[src/rtl/cpu_ctrl_pkg.sv]
// -----------------------------------------------------------------------------
// cpu_ctrl_pkg
// Shared types and constants for the multi-cycle CPU sequencer:
//   - state_e  : sequencer state encoding
//   - OP_*     : recognised major opcodes (instr[6:0])
//   - ALUOP_*  : ALUOp encodings driven to ALU_Control
// -----------------------------------------------------------------------------
package cpu_ctrl_pkg;

  typedef enum logic [2:0] {
    IDLE   = 3'd0,
    FETCH  = 3'd1,
    DECODE = 3'd2,
    EXEC   = 3'd3,
    WB     = 3'd4,
    PAUSE  = 3'd5,
    HALT   = 3'd6
  } state_e;

  localparam logic [6:0] OP_RTYPE = 7'b0110011;
  localparam logic [6:0] OP_ITYPE = 7'b0010011;

  localparam logic [1:0] ALUOP_R = 2'b10;
  localparam logic [1:0] ALUOP_I = 2'b00;

endpackage

[src/rtl/ctrl_decode.sv]
// -----------------------------------------------------------------------------
// ctrl_decode
// Purely combinational opcode decoder; drop-in candidate for the existing
// Control block.
// Ports:
//   opcode_i  [6:0] in   major opcode (instr[6:0])
//   alu_op_o  [1:0] out  ALUOp for ALU_Control
//   alu_src_o       out  0 = RS2data, 1 = sign-extended immediate
//   wr_o            out  register-file write required
//   legal_o         out  opcode is supported
// -----------------------------------------------------------------------------
module ctrl_decode
  import cpu_ctrl_pkg::*;
(
  input  logic [6:0] opcode_i,
  output logic [1:0] alu_op_o,
  output logic       alu_src_o,
  output logic       wr_o,
  output logic       legal_o
);

  always_comb begin
    alu_op_o  = '0;
    alu_src_o = 1'b0;
    wr_o      = 1'b0;
    legal_o   = 1'b0;
    case (opcode_i)
      OP_RTYPE: begin
        alu_op_o  = ALUOP_R;
        alu_src_o = 1'b0;
        wr_o      = 1'b1;
        legal_o   = 1'b1;
      end
      OP_ITYPE: begin
        alu_op_o  = ALUOP_I;
        alu_src_o = 1'b1;
        wr_o      = 1'b1;
        legal_o   = 1'b1;
      end
      default: ;
    endcase
  end

endmodule

[src/rtl/multicycle_ctrl.sv]
// -----------------------------------------------------------------------------
// multicycle_ctrl
// Multi-cycle sequencer for the CPU datapath. Steps each instruction through
// FETCH -> DECODE -> EXEC -> WB and issues the IR/PC/register-file strobes,
// ALUOp and ALUSrc. Supports a handshaked instruction memory, single-step
// debug (PAUSE), halt on an all-zero instruction, illegal-opcode trap and a
// fetch timeout trap.
// Parameters:
//   CNT_W      width of the saturating retired-instruction counter
//   FETCH_TMO  FETCH cycles without imem_ack_i before the timeout trap (>= 1)
// Ports:
//   clk_i        in   clock, rising edge
//   rst_i        in   synchronous reset, active low
//   start_i      in   run enable (level)
//   step_mode_i  in   pause after every retired instruction
//   step_i       in   single-cycle pulse releasing PAUSE
//   imem_req_o   out  fetch request
//   imem_ack_i   in   instr_i valid this cycle
//   instr_i      in   instruction word
//   ir_we_o      out  instruction-register load strobe
//   pc_we_o      out  PC <= PC+4 strobe
//   reg_we_o     out  register-file write enable
//   alu_src_o    out  0 = RS2data, 1 = immediate
//   alu_op_o     out  ALUOp
//   busy_o       out  not in IDLE, PAUSE or HALT
//   halted_o     out  sticky halt
//   illegal_o    out  sticky illegal-opcode trap
//   timeout_o    out  sticky fetch-timeout trap
//   retired_o    out  retired-instruction count (saturating)
// All outputs are decoded from registered state/fields only.
// -----------------------------------------------------------------------------
module multicycle_ctrl
  import cpu_ctrl_pkg::*;
#(
  parameter int CNT_W     = 16,
  parameter int FETCH_TMO = 8
) (
  input  logic             clk_i,
  input  logic             rst_i,
  input  logic             start_i,
  input  logic             step_mode_i,
  input  logic             step_i,
  output logic             imem_req_o,
  input  logic             imem_ack_i,
  input  logic [31:0]      instr_i,
  output logic             ir_we_o,
  output logic             pc_we_o,
  output logic             reg_we_o,
  output logic             alu_src_o,
  output logic [1:0]       alu_op_o,
  output logic             busy_o,
  output logic             halted_o,
  output logic             illegal_o,
  output logic             timeout_o,
  output logic [CNT_W-1:0] retired_o
);

  localparam int               TMO_W    = $clog2(FETCH_TMO + 1);
  localparam logic [TMO_W-1:0] TMO_LAST = TMO_W'(FETCH_TMO - 1);

  state_e             state_q,   state_d;
  logic [TMO_W-1:0]   tmo_q,     tmo_d;
  logic               halted_q,  halted_d;
  logic               illegal_q, illegal_d;
  logic               timeout_q, timeout_d;
  logic [CNT_W-1:0]   retired_q, retired_d;

  // Fields captured at the fetch handshake; only consumed in DECODE..WB,
  // so they need no reset.
  logic [6:0]         opcode_q;
  logic               zero_q;

  logic [1:0]         dec_alu_op;
  logic               dec_alu_src;
  logic               dec_wr;
  logic               dec_legal;
  logic               in_op;

  ctrl_decode u_decode (
    .opcode_i  (opcode_q),
    .alu_op_o  (dec_alu_op),
    .alu_src_o (dec_alu_src),
    .wr_o      (dec_wr),
    .legal_o   (dec_legal)
  );

  always_comb begin
    state_d   = state_q;
    tmo_d     = '0;
    halted_d  = halted_q;
    illegal_d = illegal_q;
    timeout_d = timeout_q;
    retired_d = retired_q;
    case (state_q)
      IDLE: begin
        if (start_i) state_d = FETCH;
      end
      FETCH: begin
        // An ack arriving in the limit cycle still completes the fetch.
        if (imem_ack_i) begin
          state_d = DECODE;
        end else if (tmo_q == TMO_LAST) begin
          state_d   = HALT;
          timeout_d = 1'b1;
          halted_d  = 1'b1;
        end else begin
          tmo_d = tmo_q + TMO_W'(1);
        end
      end
      DECODE: begin
        // All-zero word is a clean stop, distinct from an unknown opcode.
        if (zero_q) begin
          state_d  = HALT;
          halted_d = 1'b1;
        end else if (!dec_legal) begin
          state_d   = HALT;
          illegal_d = 1'b1;
          halted_d  = 1'b1;
        end else begin
          state_d = EXEC;
        end
      end
      EXEC: begin
        state_d = WB;
      end
      WB: begin
        if (retired_q != '1) retired_d = retired_q + CNT_W'(1);
        if (!start_i)         state_d = IDLE;
        else if (step_mode_i) state_d = PAUSE;
        else                  state_d = FETCH;
      end
      PAUSE: begin
        if (!start_i)    state_d = IDLE;
        else if (step_i) state_d = FETCH;
      end
      HALT: ;
      default: state_d = IDLE;
    endcase
  end

  always_ff @(posedge clk_i) begin
    if (!rst_i) begin
      state_q   <= IDLE;
      tmo_q     <= '0;
      halted_q  <= 1'b0;
      illegal_q <= 1'b0;
      timeout_q <= 1'b0;
      retired_q <= '0;
    end else begin
      state_q   <= state_d;
      tmo_q     <= tmo_d;
      halted_q  <= halted_d;
      illegal_q <= illegal_d;
      timeout_q <= timeout_d;
      retired_q <= retired_d;
    end
  end

  always_ff @(posedge clk_i) begin
    if (state_q == FETCH && imem_ack_i) begin
      opcode_q <= instr_i[6:0];
      zero_q   <= (instr_i == 32'h0);
    end
  end

  // Decode-phase window during which ALUOp/ALUSrc are presented.
  assign in_op = (state_q == DECODE) || (state_q == EXEC) || (state_q == WB);

  assign imem_req_o = (state_q == FETCH);
  // DECODE is only ever entered through a fetch handshake, so this is a
  // one-cycle strobe immediately following the accepted ack.
  assign ir_we_o    = (state_q == DECODE);
  assign pc_we_o    = (state_q == WB);
  assign reg_we_o   = (state_q == WB) && dec_wr;
  assign alu_op_o   = in_op ? dec_alu_op  : 2'b00;
  assign alu_src_o  = in_op ? dec_alu_src : 1'b0;
  assign busy_o     = !((state_q == IDLE) || (state_q == PAUSE) || (state_q == HALT));
  assign halted_o   = halted_q;
  assign illegal_o  = illegal_q;
  assign timeout_o  = timeout_q;
  assign retired_o  = retired_q;

endmodule

[config.mk]
export PLATFORM = sky130hd
export DESIGN_NAME = multicycle_ctrl
export DESIGN_NICKNAME = d
export VERILOG_FILES = /design/src/rtl/cpu_ctrl_pkg.sv /design/src/rtl/ctrl_decode.sv /design/src/rtl/multicycle_ctrl.sv
export SDC_FILE = /design/constraint.sdc
export NUM_CORES = 1
export LEC_CHECK = 0
export ABC_AREA = 1
export CAP_MARGIN = 0
export CORE_MARGIN = 2
export CORE_UTILIZATION = 45
export DETAILED_ROUTE_END_ITERATION = 10
export PLACE_DENSITY = 0.82
export SYNTH_ARGS = -nofsm -noshare
export SYNTH_HDL_FRONTEND = slang
export SYNTH_SLANG_ARGS = --single-unit
[constraint.sdc]
create_clock -name clk_i -period 1.6 [get_ports clk_i]
set_input_delay 0.16 -clock clk_i [delete_from_list [all_inputs] [get_ports clk_i]]
set_output_delay 0.16 -clock clk_i [all_outputs]
set_load 0.005 [all_outputs]
# Yosys cells after proc, flatten, opt, wreduce, memory -nomap -nowiden

Index checks and enable logic that the tools add are counted.
W data, S select, Z words.

Muxes and demuxes: 20
Equality and inequality tests: 16
Add/subtract/negate cells: 2
Bitwise operators: 6
Reduce and logical (&&, ||, !) cells: 17

Operators by type and width:

| cell                    | number |
|---|---|
| $logic_not A32 Y1       | 1 |
| $mux W3                 | 9 |
| $pmux W3 S7             | 1 |
| $add A16 B1 Y16 const B | 1 |
| $ne A16 B16 Y1 const B  | 1 |
| $eq A3 B3 Y1 const B    | 3 |
| $reduce_and A4 Y1       | 2 |
| $eq A7 B5 Y1 const B    | 1 |
| $eq A7 B6 Y1 const B    | 1 |
| $mux W1                 | 7 |
| $eq A3 B2 Y1 const B    | 2 |
| $ne A3 B3 Y1 const B    | 2 |
| $not A1 Y1              | 6 |
| $reduce_and A3 Y1       | 2 |
| $add A4 B1 Y4 const B   | 1 |
| $eq A4 B3 Y1 const B    | 1 |
| $logic_or A1 B1 Y1      | 4 |
| $mux W2                 | 2 |
| $ne A2 B2 Y1 const B    | 2 |
| $reduce_or A4 Y1        | 1 |
| $eq A3 B1 Y1 const B    | 1 |
| $logic_not A3 Y1        | 1 |
| $ne A3 B1 Y1 const B    | 1 |
| $logic_and A1 B1 Y1     | 2 |
| other kinds (6)         | 6 |

Word-level logic and storage cells: 69
Output and inout port bits: 27
Bits in registers: 34

# Depth between registers and ports, before layout

Gate-level depths: netlist (run 1).

Depth in word-level cells: 6
Mapped depth: 9
Mapped depth without buffers: 9

# By module

Synthesis (run 1) repeated with hierarchy kept, for this count alone.

Cells, all modules: 278
Area total of the unflattened synthesis: 1918.1 um2

Modules (own cells, without submodules):

| module          | cells an instance | instances | seq. area each (um2) | area an instance (um2) |
|---|---|---|---|---|
| multicycle_ctrl | 264               | 1         | 760.7                | 1851.8 |
| ctrl_decode     | 14                | 1         | 0.0                  | 66.3 |

# Least setup slack after synthesis (run 1)

Ideal clock, no wire load.

Kind: reg2reg
Start: register retired_q[0] (netlist: retired_o[0])
End: register retired_q[11] (netlist: retired_o[11])
Stages on the path, launching flop included: 10
Data arrival time: 1.334 ns
Setup slack: 0.134 ns
Setup time: 0.132 ns
Path through: dfxtp_1 ha_1 nand3_1 clkinv_1 nand3_2 nand2_2 nand2_4 buf_6 nand2_1 a21oi_1

Word-level cells in the longest chain between the ends: 2
Elaborated cells on any way between the ends: 3
Those cells by class: add/sub: 1; eq/ne: 1; reduce/logical: 1

RTL lines:

| element                                                 | line                   | source |
|---|---|---|
| start: declaration                                      | multicycle_ctrl.sv:66  | `logic [CNT_W-1:0] retired_q, retired_d;` |
| start signal: assignment                                | multicycle_ctrl.sv:155 | `retired_q <= retired_d;` |
| branches (longest 2 deep; another with $add A16 B1 Y16) | n/a                    |  |

Parallel ways; which one is timed is not known.
A chain may end at the register's enable or synchronous reset.

# Worst setup path in the final report (run 1)

Start: register state_q[0]
End: register halted_q (netlist: halted_o)

Word-level cells in the longest chain between the ends: 3
Elaborated cells on any way between the ends: 8
Those cells by class: eq/ne: 5; mux: 1; reduce/logical: 2

RTL lines:

| element                                              | line                   | source |
|---|---|---|
| start: declaration                                   | multicycle_ctrl.sv:61  | `state_e state_q, state_d;` |
| start signal: assignment                             | multicycle_ctrl.sv:150 | `state_q <= state_d;` |
| $eq A3 B2 Y1 or $eq A3 B1 Y1 (tied branches)         | multicycle_ctrl.sv:94  | `case (state_q)` |
| $ne A3 B3 Y1 (no line), or another cell as far along | n/a                    |  |
| $reduce_and A4 Y1 (no line)                          | n/a                    |  |
| end signal: assignment                               | multicycle_ctrl.sv:152 | `halted_q <= halted_d;` |
| end: declaration                                     | multicycle_ctrl.sv:63  | `logic halted_q, halted_d;` |

Several ways; a longest one is shown, not always the timed one.

==> results of run 1 <==
## Yosys cell counts (2+ instances only)
| cell type | count |
|---|---|
| a21oi_1 | 17 |
| buf_4 | 2 |
| buf_6 | 2 |
| clkinv_1 | 2 |
| dfxtp_1 | 26 |
| edfxtp_1 | 8 |
| ha_1 | 2 |
| inv_1 | 27 |
| inv_2 | 3 |
| nand2_1 | 64 |
| nand2_2 | 2 |
| nand3_1 | 27 |
| nand4_1 | 10 |
| nor2_1 | 40 |
| nor3_1 | 3 |
| nor3b_1 | 2 |
| nor4_1 | 8 |
| o21ai_0 | 5 |
| o21ai_1 | 2 |
| xnor2_1 | 4 |
| xor2_1 | 3 |
## sequential cells by signal, summed over array words and instances, names as in the netlist
| signal | cells |
|---|---|
| retired_o | 16 |
| tmo_q | 4 |
| zero_q | 1 |
| opcode_q | 7 |
| timeout_o | 1 |
| illegal_o | 1 |
| state_q | 3 |
| halted_o | 1 |
## timing repair
item | 4_1_cts | 5_1_grt
setup endpoints to repair | 7 | 12
gates resized for setup | 17 | 11
pin swaps | 1 | 0
setup buffers | 6 | 2
## path summary, 6_finish.rpt
path | startpoint | to
setup / recovery | state_q[0] | halted_o
hold / removal | instr_i[4] | opcode_q[4]
setup reg to reg | state_q[0] | halted_o
hold reg to reg | timeout_o | timeout_o
## power by group through the flow
stage | clock (mW) | combinational (mW) | sequential (mW)
2_1_floorplan | 0 | 0.501 | 1.08
3_3_place_gp | 0 | 1.03 | 1.05
3_5_place_dp | 0 | 1.05 | 1.05
4_1_cts | 0.629 | 1.18 | 1.05
5_1_grt | 0.664 | 1.42 | 1.07
6_report | 0.618 | 1.29 | 1.06
## cell type report
cell class,instances,area [µm²]
fill,312,1050
multi-input combinational,198,1010
timing repair buffer,97,902
sequential,34,767
inverter,32,125
clock buffer,6,72.6
tap,50,62.6
clock inverter,2,8.76
## logic make-up (layout without fill, tap and decap cells)
| group | Yosys count | count (layout) | share of synthesized area |
|---|---|---|---|
| xor+xnor | 7 | 7 | 0.0326 |
| compound gates | 28 | 28 | 0.0791 |
| simple gates | 160 | 160 | 0.383 |
| fa+ha+maj | 2 | 2 | 0.0133 |
| other cells | 1 | 1 | 0.00199 |
| flops | 34 | 34 | 0.404 |
| buf+inv | 37 | 137 | 0.0858 |
## per-stage QoR
step	cells	hold WS, ns	cell area (µm²)	setup TNS, ns
final	419	0.464	2950	0
after global routing	419	0.451	2950	-0.266
after CTS	417	0.451	2890	-0.0560
after detailed placement	403	0.457	2740	0
after global placement	403	0.430	2740	0
after floorplan	269	0.258	1880	0
## routing by layer
metal,vias up,wire (µm),GRT usage
met5,-,0,0
met1,986,2230,0.308
met2,90,2660,0.427
met3,11,336,0.0536
li1,1089,-,-
met4,0,104,0.120
## cell usage in the layout (no fill, tap or decap), drive strengths merged, types with 6 or more instances in the layout
master / instances
a21oi: 17
buf: 34
clkbuf: 6
clkdlybuf4s50: 57
dfxtp: 26
edfxtp: 8
inv: 30
nand2: 67
nand3: 28
nand4: 10
nor2: 41
nor4: 8
o21ai: 8
==> key figures, run 1 <==
Pwr
  • Power density over the cells: 1010 nW/µm²
  • LEAKAGE: 1.21 nW
  • Peak VDD IR: 0.625 mV
  • Comb pwr share: 0.435
  • Total power: 2.97 mW
  • Sw Share: 0.345
  • Clock power frac: 0.208
  • Reg power frac: 0.357
  • NetSw: 1.02 mW
  • Int Power: 1.95 mW

GRT
  • First-pass GRT wire length: 8750 µm
  • Overall routing resource usage: 0.254
  • Initial antenna violation count: 0
  • Vias in the first global route: 2,079
  • Grt total ovfl: 0
  • Largest net degree at the start of global routing: 13

Die
  • Rows: 23
  • IO Count: 65
  • Die ar.: 4710 µm²
  • DIE HEIGHT: 68.7 µm
  • Core region area: 4000 µm²
  • Initial Util: 0.470
  • DIE WIDTH: 68.7 µm

CTS
  • Later-pin clock latency in the skew report: 0.29 ns
  • CTS root buffer: clkbuf_8
  • Clk slew on worst S/H paths: 0.07 ns
  • H-tree level count: 2
  • Clock Path Buffers: 2
  • TritonCTS clock tree: built
  • Cts-stage hold buffer count: 0
  • Inserted Clock Buffers: 5
  • TritonCTS Sinks: 34

Min path
  • Hold WC Path Type: input port to flop
  • Hold Path Depth: 1

Finish
  • Antenna Cells: 0
  • Share of layout cells above drive strength 1: 0.173
  • Area Overhead vs Synth: 56.6%
  • Fin util: 0.737
  • Nets@finish: 408

Place
  • Port bufs: 63
  • Detailed Place HPWL: 4010 µm
  • Pre-CTS setup slack: 0.0259 ns
  • Gp weighted congestion: 0.913

Synthesis
  • Ys flop type: dfxtp_1
  • Synth Instances: 269
  • Ys Warns: 0
  • Synth unique cells: 31
  • Top cell type's share of synthesized area: 0.277
  • Cell Area, Synth: 1880 µm²
  • EDFF count, synth: 8
  • Syn_nets: 309
  • Synth Area per Inst: 7.00 µm²
  • Synth Register Bits: 34
  • Top cell type by total area after synthesis: dfxtp_1
  • Largest cells by area after synthesis: dfxtp_1 (28%), edfxtp_1 (13%), nand2_1 (13%)
  • Sequential area share after synthesis: 0.404
  • Ys async rst share: 0

Setup path
  • Kind of end point of the critical path: flop
  • Crit-path cells: buf_6 -> nand3_4 -> inv_2 -> buf_4 -> buf_4 -> buf_4 -> buf_4 -> buf_4 -> nand3_1 -> nand3b_1 -> nand2_1 -> inv_1
  • Critical path data required time: 1.79 ns
  • Critical path class: flop to flop
  • Critical Path Max Stage Delay: 0.34 ns
  • Worst path bufs/invs: 8
  • Most used cell along the critical path: buf_4
  • Worst R2R Path Depth: 12
  • CP max-delay cell: dfxtp_2
  • Levels on crit path: 12
  • Crit-path leading delay family: buffers and inverters
  • Max FO, Critical Path: 3
  • Setup slack, reg-to-reg: 0.006 ns
  • Crit path DAT: 1.78 ns
  • Worst setup SP type: flop

Timing
  • Final hold vios: 0
  • Max-slew violations: 0
  • Clock skew: 0.00745 ns
  • Final setup fails: 0
  • RSZ-0062 raised after global routing: yes
  • Fin crit period: 1.59 ns
  • Final setup margin: 0.00587 ns
  • Fin crit share: 0.996
  • Max frequency: 627 MHz

Status
  • Status: complete, no violations

Route
  • DRC: 0
  • Wire per inst: 12.7 µm
  • First-pass iteration count of the detailed router: 6
  • Routed Antenna Nets: 0
  • Final WL: 5330 µm
  • Initial DRC count: 136
  • Routed vias: 2,176
  • Mean number of vias per cell: 5.19

Run
  • Max Cap Viol: 0
Note: power is estimated with default switching activity, not from simulation.
==> run 2: changes to the inputs <==
--- a/config.mk
+++ b/config.mk
@@ -10,6 +10,7 @@
 export CORE_MARGIN = 2
 export CORE_UTILIZATION = 45
 export DETAILED_ROUTE_END_ITERATION = 10
+export MAX_ROUTING_LAYER = met4
 export PLACE_DENSITY = 0.82
 export SYNTH_ARGS = -nofsm -noshare
 export SYNTH_HDL_FRONTEND = slang
==> run 2 against run 1 <==
  * Clock power is 5.2% lower
  * Global-route usage is 1.9 points lower
  * Count of clock-buffer cells in the layout is 1 higher
  * Non-clock buffer count is 10 lower
  * Fmax is 3.1% higher
  * Routed wire length is 6.2% lower
  * Critical path type is now flop to output pin
  * Sequential share of layout area is 0.77 points higher
==> key figures, run 2 (synthesis results as in run 1) <==
Setup path
  • Worst R2R End: retired_o[12] (was halted_o)
  • Setup slack, reg-to-reg: 0.09 ns (was 0.006 ns)
  • Crit path DAT: 1.39 ns (was 1.78 ns)
  • Critical path data required time: 1.44 ns (was 1.79 ns)
  • Critical path class: flop to output pin (was flop to flop)
  • Worst R2R Path Depth: 8 (was 12)
  • Kind of end point of the critical path: output pin (was flop)
  • Worst setup SP type: flop (unchanged)
  • Max FO, Critical Path: 4 (was 3)
  • Worst r2r src: state_q[2] (was state_q[0])

Route
  • Routed Antenna Nets: 0 (unchanged)
  • Mean number of vias per cell: 5.11 (was 5.19)
  • First-pass iteration count of the detailed router: 4 (was 6)
  • Routed vias: 2,086 (was 2,176)
  • Final WL: 5000 µm (was 5330 µm)
  • Wire per inst: 12.2 µm (was 12.7 µm)
  • Initial DRC count: 100 (was 136)
  • DRC: 0 (unchanged)

Timing
  • Clock skew: 0.00811 ns (was 0.00745 ns)
  • Max-slew violations: 0 (unchanged)
  • Fin crit period: 1.55 ns (was 1.59 ns)
  • Hold WS: 0.449 ns (was 0.464 ns)
  • Fin crit share: 0.966 (was 0.996)
  • Final setup fails: 0 (unchanged)
  • Final setup TNS: 0 ns (unchanged)
  • Max frequency: 647 MHz (was 627 MHz)
  • Final setup margin: 0.0544 ns (was 0.00587 ns)
  • Final hold vios: 0 (unchanged)

GRT
  • M3 GR Usage: 0.0341 (was 0.0536)
  • First-pass GRT wire length: 7940 µm (was 8750 µm)
  • Vias in the first global route: 1,918 (was 2,079)
  • Largest net degree at the start of global routing: 15 (was 13)
  • Met1 usage: 0.280 (was 0.308)
  • Grt total ovfl: 0 (unchanged)
  • Initial antenna violation count: 0 (unchanged)
  • Met2 usage: 0.392 (was 0.427)
  • Overall routing resource usage: 0.235 (was 0.254)
  • GR peak layer: met2 (unchanged)

Status
  • Status: complete, no violations (unchanged)

CTS
  • TritonCTS clock tree: built (unchanged)
  • H-tree level count: 2 (unchanged)
  • Clock Path Buffers: 2 (unchanged)
  • TritonCTS Sinks: 34 (unchanged)
  • Clk slew on worst S/H paths: 0.07 ns (about the same)
  • Inserted Clock Buffers: 5 (unchanged)
  • CTS root buffer: clkbuf_8 (unchanged)
  • Later-pin clock latency in the skew report: 0.28 ns (was 0.29 ns)

Pwr
  • LEAKAGE: 1.15 nW (was 1.21 nW)
  • Reg power frac: 0.390 (was 0.357)
  • NetSw: 0.942 mW (was 1.02 mW)
  • Peak VDD IR: 0.625 mV (about the same)
  • Power density over the cells: 957 nW/µm² (was 1010 nW/µm²)
  • Total power: 2.75 mW (was 2.97 mW)
  • Sw Share: 0.343 (was 0.345)
  • Clock power frac: 0.213 (was 0.208)
  • Comb pwr share: 0.397 (was 0.435)
  • Int Power: 1.81 mW (was 1.95 mW)

Finish
  • Max reg flops: 16 (unchanged)
  • Antenna Cells: 0 (unchanged)
  • Commonest non-fill, non-tap cell in the layout: nand2_1 (unchanged)
  • Commonest non-fill, non-tap cells in the layout: nand2_1 (63), clkdlybuf4s50_1 (57), nor2_1 (37) (unchanged)
  • Final std cells w/o fill: 408 (was 419)
  • Share of layout cells above drive strength 1: 0.151 (was 0.173)
  • Fin util: 0.718 (was 0.737)
  • Area Overhead vs Synth: 52.7% (was 56.6%)
  • Post-route cell area: 2870 µm² (was 2950 µm²)
  • Nets@finish: 398 (was 408)

Min path
  • Min-delay src: tmo_q[0] (was instr_i[4])
  • Worst Hold Path EP: tmo_q[0] (was opcode_q[4])
  • Hold WC Path Type: flop to flop (was input port to flop)
  • Hold Path Depth: 1 (unchanged)

Run
  • Max Cap Viol: 0 (unchanged)

Die
  • Die ar.: 4710 µm² (unchanged)
  • Core region area: 4000 µm² (unchanged)
  • Rows: 23 (unchanged)
  • DIE HEIGHT: 68.7 µm (unchanged)
  • DIE WIDTH: 68.7 µm (unchanged)
  • Initial Util: 0.470 (unchanged)
  • IO Count: 65 (unchanged)

Place
  • Dpl cells: 396 (was 403)
  • Port bufs: 63 (unchanged)
  • Pre-CTS setup slack: 0.0463 ns (was 0.0259 ns)
  • Area after DPL: 2680 µm² (was 2740 µm²)
  • Detailed Place HPWL: 3750 µm (was 4010 µm)
  • Gp weighted congestion: 0.927 (was 0.913)
==> run 2: cell types whose count changed in the layout (fill, tap and decap cells not counted), sizes merged <==
cell / before / now
clkbuf: 6 / 7
clkdlybuf4s15: 0 / 1
buf: 34 / 24
dlygate4sd2: 5 / 4
clkinv: 4 / 2
==> run 2: power by group through the flow <==
stage / Clock, mW / Combinational [mW] / Sequential [mW]
final: 0.586 / 1.09 / 1.07
after global routing: 0.633 / 1.20 / 1.08
after CTS: 0.598 / 1.02 / 1.05
after detailed placement: 0 / 0.961 / 1.05
after global placement: 0 / 0.948 / 1.05
after floorplan: 0 / 0.501 / 1.08
==> run 2: how the worst max path moves through the flow <==
| stage | to | from |
|---|---|---|
| 6_report | ir_we_o | state_q[2] |
| 5_1_grt | alu_src_o | state_q[2] |
| 4_1_cts | imem_req_o | state_q[0] |
| 3_5_place_dp | alu_op_o[1] | state_q[2] |
| 3_3_place_gp | alu_op_o[1] | state_q[2] |
| 2_1_floorplan | retired_o[11] | retired_o[0] |
==> run 2: what timing repair did <==
action / CTS / global route
setup buffers: 4 / 1
pin swaps: 4 / 1
cloned: 0 / 0
resized for setup: 19 / 15
setup endpoints to repair: 7 / 4
hold buffers: 0 / 0
==> run 2: layout make-up <==
| class | count | area, µm² |
|---|---|---|
| Inverter | 32 | 133 |
| Sequential cell | 34 | 769 |
| Clock buffer | 7 | 76.3 |
| Multi-Input combinational cell | 198 | 1020 |
| Timing Repair Buffer | 87 | 812 |
| Fill cell | 350 | 1130 |
| Tap cell | 50 | 62.6 |
==> run 2: critical path: stages, from the launching register on <==
cell and delay [ns]:
dfxtp_4 0.37, inv_6 0.08, nand3_4 0.09, inv_4 0.07, clkdlybuf4s50_1 0.49
==> run 2: per-layer routing <==
layer / wire length, µm / vias to the layer above
li1: - / 1059
met2: 2440 / 74
met4: 104 / 0
met5: 0 / -
met3: 260 / 9
met1: 2190 / 944
==> run 3: changes to the inputs <==
--- a/config.mk
+++ b/config.mk
@@ -6,10 +6,11 @@
 export NUM_CORES = 1
 export LEC_CHECK = 0
 export ABC_AREA = 1
-export CAP_MARGIN = 0
-export CORE_MARGIN = 2
+export CAP_MARGIN = 10
+export CORE_MARGIN = 3
 export CORE_UTILIZATION = 45
 export DETAILED_ROUTE_END_ITERATION = 10
+export GPL_TIMING_DRIVEN = 1
 export MAX_ROUTING_LAYER = met4
 export PLACE_DENSITY = 0.82
 export SYNTH_ARGS = -nofsm -noshare
==> run 3 against run 2 <==
  * Register-to-register slack better by 0.03 ns
  * Core utilization is 1.3 points higher
  * Sequential cell count stayed put
  * Global-route usage is 1.0 points lower
  * Via count is 2.1% higher
  * Sequential share of layout area is 0.49 points higher
  * First-iteration DRC count is 130% higher
  * Critical endpoint is now alu_src_o
  * Worst setup slack worse by 0.0021 ns
  * Power is 0.75% lower
  * Cell count is 1.2% lower
  * Non-clock buffer count is 4 lower
==> key figures, run 3 (synthesis results as in run 1) <==
Status
  • Status: complete, no violations (unchanged)

Setup path
  • Worst R2R End: retired_o[11] (was retired_o[12])
  • Setup slack, reg-to-reg: 0.12 ns (was 0.09 ns)
  • Crit path DAT: 1.39 ns (about the same)
  • Worst setup SP type: flop (unchanged)
  • Worst R2R Path Depth: 8 (unchanged)
  • Worst r2r src: retired_o[1] (was state_q[2])
  • Critical Path Start: state_q[2] (unchanged)
  • Critical path class: flop to output pin (unchanged)
  • Kind of end point of the critical path: output pin (unchanged)
  • Critical path data required time: 1.44 ns (about the same)
  • Max FO, Critical Path: 3 (was 4)

Pwr
  • Total power: 2.73 mW (was 2.75 mW)
  • Power density over the cells: 968 nW/µm² (was 957 nW/µm²)
  • Peak VDD IR: 0.751 mV (was 0.625 mV)
  • LEAKAGE: 1.13 nW (was 1.15 nW)

CTS
  • Clk slew on worst S/H paths: 0.07 ns (about the same)
  • CTS root buffer: clkbuf_8 (unchanged)
  • H-tree level count: 2 (unchanged)
  • Inserted Clock Buffers: 5 (unchanged)
  • TritonCTS Sinks: 34 (unchanged)
  • TritonCTS clock tree: built (unchanged)
  • Later-pin clock latency in the skew report: 0.30 ns (was 0.28 ns)
  • Clock Path Buffers: 2 (unchanged)
  • Cts-stage hold buffer count: 0 (unchanged)

Min path
  • Worst Hold Path EP: tmo_q[0] (unchanged)
  • Hold Path Depth: 1 (unchanged)
  • Min-delay src: tmo_q[0] (unchanged)
  • Hold WC Path Type: flop to flop (unchanged)

Place
  • Gp weighted congestion: 0.924 (was 0.927)
  • Port bufs: 63 (unchanged)
  • Detailed Place HPWL: 3860 µm (was 3750 µm)

Die
  • Die ar.: 4990 µm² (was 4710 µm²)
  • IO Count: 65 (unchanged)
  • Core region area: 3850 µm² (was 4000 µm²)
  • DIE HEIGHT: 70.7 µm (was 68.7 µm)
  • DIE WIDTH: 70.7 µm (was 68.7 µm)
  • Initial Util: 0.488 (was 0.470)
  • Rows: 22 (was 23)

Route
  • Mean number of vias per cell: 5.28 (was 5.11)
  • Wire per inst: 13.1 µm (was 12.2 µm)
  • Initial DRC count: 227 (was 100)
  • Routed vias: 2,129 (was 2,086)
  • Final WL: 5280 µm (was 5000 µm)
  • DRC: 0 (unchanged)
  • Routed Antenna Nets: 0 (unchanged)
  • First-pass iteration count of the detailed router: 5 (was 4)

Finish
  • Fin util: 0.731 (was 0.718)
  • Nets@finish: 394 (was 398)
  • Area Overhead vs Synth: 49.7% (was 52.7%)
  • Max reg flops: 16 (unchanged)
  • Commonest non-fill, non-tap cell in the layout: nand2_1 (unchanged)
  • Commonest non-fill, non-tap cells in the layout: nand2_1 (63), clkdlybuf4s50_1 (56), nor2_1 (36) (was nand2_1 (63), clkdlybuf4s50_1 (57), nor2_1 (37))
  • Antenna Cells: 0 (unchanged)
  • Share of layout cells above drive strength 1: 0.152 (was 0.151)

Timing
  • Final setup fails: 0 (unchanged)
  • Max-slew violations: 0 (unchanged)
  • Fin crit share: 0.967 (was 0.966)
  • Clock skew: 0.00866 ns (was 0.00811 ns)
  • Fin crit period: 1.55 ns (about the same)
  • Max frequency: 646 MHz (was 647 MHz)
  • Final hold vios: 0 (unchanged)
  • Hold WS: 0.455 ns (was 0.449 ns)

GRT
  • Grt total ovfl: 0 (unchanged)
  • Largest net degree at the start of global routing: 15 (unchanged)
  • Vias in the first global route: 1,967 (was 1,918)
  • First-pass GRT wire length: 8750 µm (was 7940 µm)
  • Overall routing resource usage: 0.224 (was 0.235)
  • Initial antenna violation count: 0 (unchanged)

Run
  • Max Cap Viol: 0 (unchanged)
==> run 3: worst max path at each step <==
stage,to,cells after the start,slack [ns]
6_report,alu_src_o,7,0.05
5_1_grt,alu_src_o,7,-0.05
4_1_cts,pc_we_o,4,-0.005
3_5_place_dp,alu_op_o[1],7,0.02
3_3_place_gp,alu_op_o[1],7,0.11
2_1_floorplan,retired_o[11],9,0.13
==> run 3: timing repair <==
action / 4_1_cts / 5_1_grt
gates resized for setup: 23 / 9
pin swaps: 2 / 0
endpoints found under the setup margin: 7 / 17
buffers inserted: 2 / 0
==> run 3: per-layer routing <==
metal	global-route usage	vias up	wire, µm
met1	0.273	963	2160
li1	-	1065	-
met2	0.373	87	2670
met4	0.0919	0	123
met5	-	-	0
met3	0.0327	14	322
==> run 3: report_power, final <==
group	switching, mW	internal (mW)
Sequential	0.0790	0.991
Combinational	0.561	0.465
Clock	0.334	0.298
==> run 3: critical path: stages, from the launching register on <==
cell             delay (ns)
dfxtp_2                0.36
inv_2                  0.07
nor2_2                 0.15
nand2_2                0.10
nand3_2                0.10
nand4_1                0.07
inv_1                  0.06
clkdlybuf4s15_1        0.19
==> run 3: layout make-up <==
cell class,instances,area (µm²)
Clock buffer,5,68.8
Clock inverter,3,16.3
Fill cell,320,1040
Inverter,32,123
Multi-Input combinational cell,198,1000
Sequential cell,34,768
Tap cell,48,60.1
Timing Repair Buffer,83,781
==> run 3: metrics by stage <==
step	std cells	cell area, µm²	setup slack, ns	setup TNS [ns]
after global placement	393	2670	0.107	0
after global routing	403	2820	-0.0545	-0.0545
after floorplan	269	1880	0.134	0
final	403	2820	0.0523	0
after CTS	403	2810	-0.00508	-0.00508
after detailed placement	393	2670	0.0211	0
